==> src/rtl/wb_pkg.sv <==
// Shared constants and types for the writeback commit queue.
// WB_FORWARD_EN (optional) enables the query data path in the queue.
package wb_pkg;
  localparam int WB_DEPTH  = 4;
  localparam int WB_DATA_W = 32;
  localparam int WB_IDX_W  = 5;
  localparam int WB_PTR_W  = $clog2(WB_DEPTH);
  localparam int WB_CNT_W  = $clog2(WB_DEPTH + 1);

  typedef logic [WB_PTR_W-1:0] wb_ptr_t;
  typedef logic [WB_CNT_W-1:0] wb_cnt_t;

  typedef struct packed {
    logic [WB_IDX_W-1:0]  idx;
    logic [WB_DATA_W-1:0] data;
  } wb_entry_t;
endpackage

==> src/rtl/wb_match_unit.sv <==
// Newest-first search of queued entries for a pending write to query_idx.
// WB_FORWARD_EN adds the matched-data output; otherwise only hit is built.
module wb_match_unit
  import wb_pkg::*;
(
  input  logic [WB_IDX_W-1:0]  query_idx,
  input  wb_ptr_t              rd_ptr,
  input  logic [WB_DEPTH-1:0]  valid,
  input  logic [WB_IDX_W-1:0]  entry_idx [WB_DEPTH],
`ifdef WB_FORWARD_EN
  input  logic [WB_DATA_W-1:0] entry_data [WB_DEPTH],
  output logic [WB_DATA_W-1:0] match_data,
`endif
  output logic                 hit
);

  // Walk oldest to newest from rd_ptr so later matches overwrite earlier ones.
  // NOTE: every output gets a default before the loop so no latch is inferred.
  always_comb begin
    wb_ptr_t slot;
    hit  = 1'b0;
    slot = rd_ptr;
`ifdef WB_FORWARD_EN
    match_data = '0;
`endif
    for (int k = 0; k < WB_DEPTH; k++) begin
      slot = rd_ptr + wb_ptr_t'(k);
      if (valid[slot] && (query_idx != '0) && (entry_idx[slot] == query_idx)) begin
        hit = 1'b1;
`ifdef WB_FORWARD_EN
        match_data = entry_data[slot];
`endif
      end
    end
  end

endmodule

==> src/rtl/wb_commit_queue.sv <==
// In-order writeback FIFO draining onto the regfile write port, with hazard query.
// WB_FORWARD_EN defined: queryData_out forwards newest matching data; else tied 0.
module wb_commit_queue
  import wb_pkg::*;
#(
  parameter int DEPTH  = WB_DEPTH,
  parameter int DATA_W = WB_DATA_W,
  parameter int IDX_W  = WB_IDX_W
) (
  input  logic                       clk_in,
  input  logic                       rst_in,
  input  logic                       in_valid,
  output logic                       in_ready,
  input  logic [IDX_W-1:0]           in_idx,
  input  logic [DATA_W-1:0]          in_data,
  input  logic                       stall_in,
  output logic                       writeE_out,
  output logic [IDX_W-1:0]           writeIdx_out,
  output logic [DATA_W-1:0]          writeData_out,
  input  logic [IDX_W-1:0]           queryIdx_in,
  output logic                       queryHit_out,
  output logic [DATA_W-1:0]          queryData_out,
  output logic [$clog2(DEPTH+1)-1:0] count_out
);

  wb_entry_t           mem [WB_DEPTH];
  wb_ptr_t             rd_ptr, wr_ptr;
  wb_cnt_t             count;
  logic                push, pop;
  logic [WB_DEPTH-1:0] valid;
  logic [WB_IDX_W-1:0] entry_idx [WB_DEPTH];
`ifdef WB_FORWARD_EN
  logic [WB_DATA_W-1:0] entry_data [WB_DEPTH];
`endif

  assign in_ready  = (count < wb_cnt_t'(WB_DEPTH));
  // Index-0 writes complete the handshake but are never stored.
  assign push      = in_valid && in_ready && (in_idx != '0);
  assign pop       = !stall_in && (count != '0);
  assign count_out = count;

  // NOTE: sequential state uses non-blocking assignments so every flop sees pre-edge values.
  always_ff @(posedge clk_in) begin
    if (rst_in) begin
      rd_ptr        <= '0;
      wr_ptr        <= '0;
      count         <= '0;
      writeE_out    <= 1'b0;
      writeIdx_out  <= '0;
      writeData_out <= '0;
    end else begin
      writeE_out <= pop;
      if (pop) begin
        writeIdx_out  <= mem[rd_ptr].idx;
        writeData_out <= mem[rd_ptr].data;
        rd_ptr        <= rd_ptr + 1'b1;
      end
      if (push) wr_ptr <= wr_ptr + 1'b1;
      count <= count + wb_cnt_t'(push) - wb_cnt_t'(pop);
    end
  end

  // NOTE: storage is not reset; occupancy is tracked by count, so stale slots are never visible.
  always_ff @(posedge clk_in) begin
    if (push) mem[wr_ptr] <= '{idx: in_idx, data: in_data};
  end

  // A slot is live when its age relative to rd_ptr is below the occupancy.
  always_comb begin
    wb_ptr_t age;
    age = '0;
    for (int s = 0; s < WB_DEPTH; s++) begin
      age          = wb_ptr_t'(s) - rd_ptr;
      valid[s]     = ({1'b0, age} < count);
      entry_idx[s] = mem[s].idx;
`ifdef WB_FORWARD_EN
      entry_data[s] = mem[s].data;
`endif
    end
  end

  wb_match_unit u_match (
    .query_idx  (queryIdx_in),
    .rd_ptr     (rd_ptr),
    .valid      (valid),
    .entry_idx  (entry_idx),
`ifdef WB_FORWARD_EN
    .entry_data (entry_data),
    .match_data (queryData_out),
`endif
    .hit        (queryHit_out)
  );

`ifndef WB_FORWARD_EN
  assign queryData_out = '0;
`endif

endmodule

==> config.mk <==
export PLATFORM = sky130hd
export DESIGN_NAME = wb_commit_queue
export DESIGN_NICKNAME = d
export VERILOG_FILES = /design/src/rtl/wb_pkg.sv /design/src/rtl/wb_match_unit.sv /design/src/rtl/wb_commit_queue.sv
export SDC_FILE = /design/constraint.sdc
export NUM_CORES = 1
export LEC_CHECK = 0
export ABC_AREA = 1
export BUFFER_PORTS_ARGS = -buffer_cell sky130_fd_sc_hd__buf_4
export CAP_MARGIN = 40
export CORE_AREA = 3 3 133 135
export CTS_CLUSTER_SIZE = 20
export DETAILED_ROUTE_END_ITERATION = 12
export DIE_AREA = 0 0 136 138
export HOLD_SLACK_MARGIN = 0.05
export PLACE_DENSITY = 0.8
export SETUP_SLACK_MARGIN = 0.15
export SLEW_MARGIN = 10
export SYNTH_ARGS = -nofsm -noshare
export SYNTH_HDL_FRONTEND = slang
export SYNTH_SLANG_ARGS = --single-unit
==> constraint.sdc <==
create_clock -name clk_in -period 3.85 [get_ports clk_in]
set_input_delay 0.385 -clock clk_in [delete_from_list [all_inputs] [get_ports clk_in]]
set_output_delay 0.385 -clock clk_in [all_outputs]
set_load 0.1 [all_outputs]
==> qor.csv <==
metric;value;unit
total number of vias;6015;
CTS Hold Bufs;0;
Initial DRT Pass Iterations;5;
CP Cell Sequence;inv_4 > nand2_1 > nand2_2 > ha_1 > inv_1 > nor2_1 > nand2_1 > nand3_1 > nand3_1 > nand2_1 > nor2_1 > nand4_1 > nand4_1 > buf_4;
CP Launch Type;flop;
Die X;136;microns
r2r startpoint;count_out[2]$_SDFF_PP0_;
I/O pins;121;
Die ar.;18800;sq um
root buffer cell;clkbuf_16;
post-route DRC violation count;0;
min-delay src;in_data[6];
post-cts sizing count;0;
Max Cap Violations;0;
status;finished, final reports clean;
Final Cycle Share;0.854;
Total GRT Usage;0.198;
delay-heaviest family, CP;simple AND/OR/NAND/NOR gates;
CTS Buf Count;17;
core area;16600;sq um
H-tree Lvls;4;
RSZ-0062 raised after global routing;false;
power consumption;7.59;mW
Detail Placement HPWL;11.2;mm
Final Hold Fails;0;
TritonCTS clock tree;built;
share of the yosys chip area belonging to registers;0.639;
# diodes;0;
Clock Latency Late Sink;0.42;ns
post-synth cell types;30;
HP Class;input pin to flop;
Area Overhead vs Synth;15.3;%
worst vdd ir;0.000538;V
number of synthesized register bits;193;
Worst Max-Slew Pin Slew;0.767;ns
initial drt markers;649;
Avg Cell Area, Syn;11.0;sq um
setup_tns;0;ns
Final ANT Viol Nets;0;
Max FO, Critical Path;17;
Buffers on Ports;88;
most common cell after layout, fill and taps aside;nand2_1;
share of cells above drive strength 1;0.176;
Ys Warns;0;
leakage;3.78;nW
GRT overflow;0;
Final GP Congestion;0.900;
crit path kind;flop to output port;
CP required;3.46;ns
Slew Viols, Final;0;
WP buf/inv;3;
initial antenna violation count;0;
Cell Pwr Density;787;nW/um^2
vias in the first global route;5686;
synthesized cell area;8370;sq um
largest net degree at the start of global routing;79;
clock buffer depth;2;
slowest stage cell, crit path;dfxtp_1;
most frequent cells in the layout;nand2_1 (152), edfxtp_1 (148), nand3_1 (121);
Die H;138;microns
Rel. slew slack;0.489;
post-DR vias/cell;5.62;
Post-Route Skew;0.0102;ns
Critical Path Max Stage Delay;0.63;ns
Synth Instances;763;
Avg WL per Cell;17.2;microns
final setup vio count;0;
initial core utilization;0.504;
Post-Route WL;18.4;mm
first-pass GRT wire length;29.2;mm
Final nets;895;
Site Rows;47;
Most common cell on crit path;nand2_1;
clock sinks;193;
Worst Setup SP;rd_ptr[1]$_SDFFE_PP0P_;
Fmax;0.304;GHz
final worst path period need;3.29;ns
clk slew on worst S/H paths;0.07;ns
postcts setup bufs;0;
crit end category;output port;
CP arrival;2.90;ns
[per-layer routing]
metal / GRT usage / routed length [microns] / vias to the layer above / share of wire
met2: 0.310 / 8780 / 346 / 0.48
li1: - / - / 2824 / -
met5: 0 / 0 / - / 0
met1: 0.272 / 7400 / 2810 / 0.40
met4: 0.0764 / 382 / 0 / 0.021
met3: 0.0411 / 1810 / 35 / 0.098
[worst reg2reg max path, cell delays in order (launching register included)]
cell and delay (ns):
dfxtp_1 0.52, clkinv_2 0.20, nand3_1 0.50, ha_1 0.33
inv_1 0.05, ha_1 0.15, fa_1 0.41, inv_1 0.06
nor2_1 0.03
[synth_stat cells, drive strengths merged]
cell type,number,area [sq um]
a21oi,9,45.0
a22oi,32,240
a41oi,32,280
buf,58,412
clkbuf,19,71.3
clkinv,1,3.75
conb,1,3.75
dfxtp,45,901
edfxtp,148,4440
fa,1,20.0
ha,10,125
inv,42,160
nand2,159,619
nand3,123,626
nand4,4,25.0
nor2,23,88.8
nor3,4,20.0
o21ai,48,248
or2,1,6.26
xor2,3,26.3
[state kept, by name, indices dropped and copies added, names as in the netlist]
signal and cells:
mem 148, writeE_out 1, wr_ptr 2, count_out 3
writeIdx_out 5, writeData_out 32, rd_ptr 2
[metrics by stage]
| stage | cell area, sq um | worst slack [ns] | cells | util | hold WS (ns) |
|---|---|---|---|---|---|
| floorplan | 8480 | 0.258 | 794 | - | 0.456 |
| global placement | 9070 | 1.05 | 1038 | 0.547 | 0.518 |
| detailed placement | 9100 | 1.04 | 1039 | 0.549 | 0.530 |
| CTS | 9640 | 0.566 | 1070 | 0.581 | 0.132 |
| global route | 9640 | 0.269 | 1070 | 0.581 | 0.146 |
| finish | 9640 | 0.564 | 1070 | 0.581 | 0.156 |
[cell families (layout without fill, tap and decap cells)]
group | after synthesis | after routing | share of synthesized area
buf+inv | 120 | 176 | 0.0773
flops | 193 | 193 | 0.639
compound gates | 121 | 121 | 0.0972
fa+ha+maj | 11 | 11 | 0.0173
xor+xnor | 3 | 3 | 0.00314
simple gates | 314 | 314 | 0.166
other cells | 1 | 32 | 0.000448
[power by group]
part | switching, mW | total (mW) | internal (mW)
Sequential | 0.171 | 2.73 | 2.56
Combinational | 2.50 | 3.24 | 0.739
Clock | 0.734 | 1.62 | 0.891
Total | 3.41 | 7.59 | 4.19
[layout make-up]
class                      instances  area [sq um]
clock buffer                      19           433
clock inverter                    12           111
fill                            1318          6940
inverter                          43           165
multi-input combinational        481          2520
sequential                       193          5350
tap                              220           275
timing repair buffer             102           786
[path summary, 6_finish.rpt]
| kind | slack, ns | endpoint | cells after the start |
|---|---|---|---|
| worst min-delay path | 0.16 | mem[2][6]$_DFFE_PP_ | 1 |
| worst max register to register | 1.50 | count_out[1]$_SDFF_PP0_ | 8 |
| worst max-delay path | 0.56 | queryHit_out | 14 |
| worst min register to register | 0.55 | writeIdx_out[3]$_SDFFE_PP0P_ | 2 |
No activity file was read; power rests on OpenSTA's default activity.
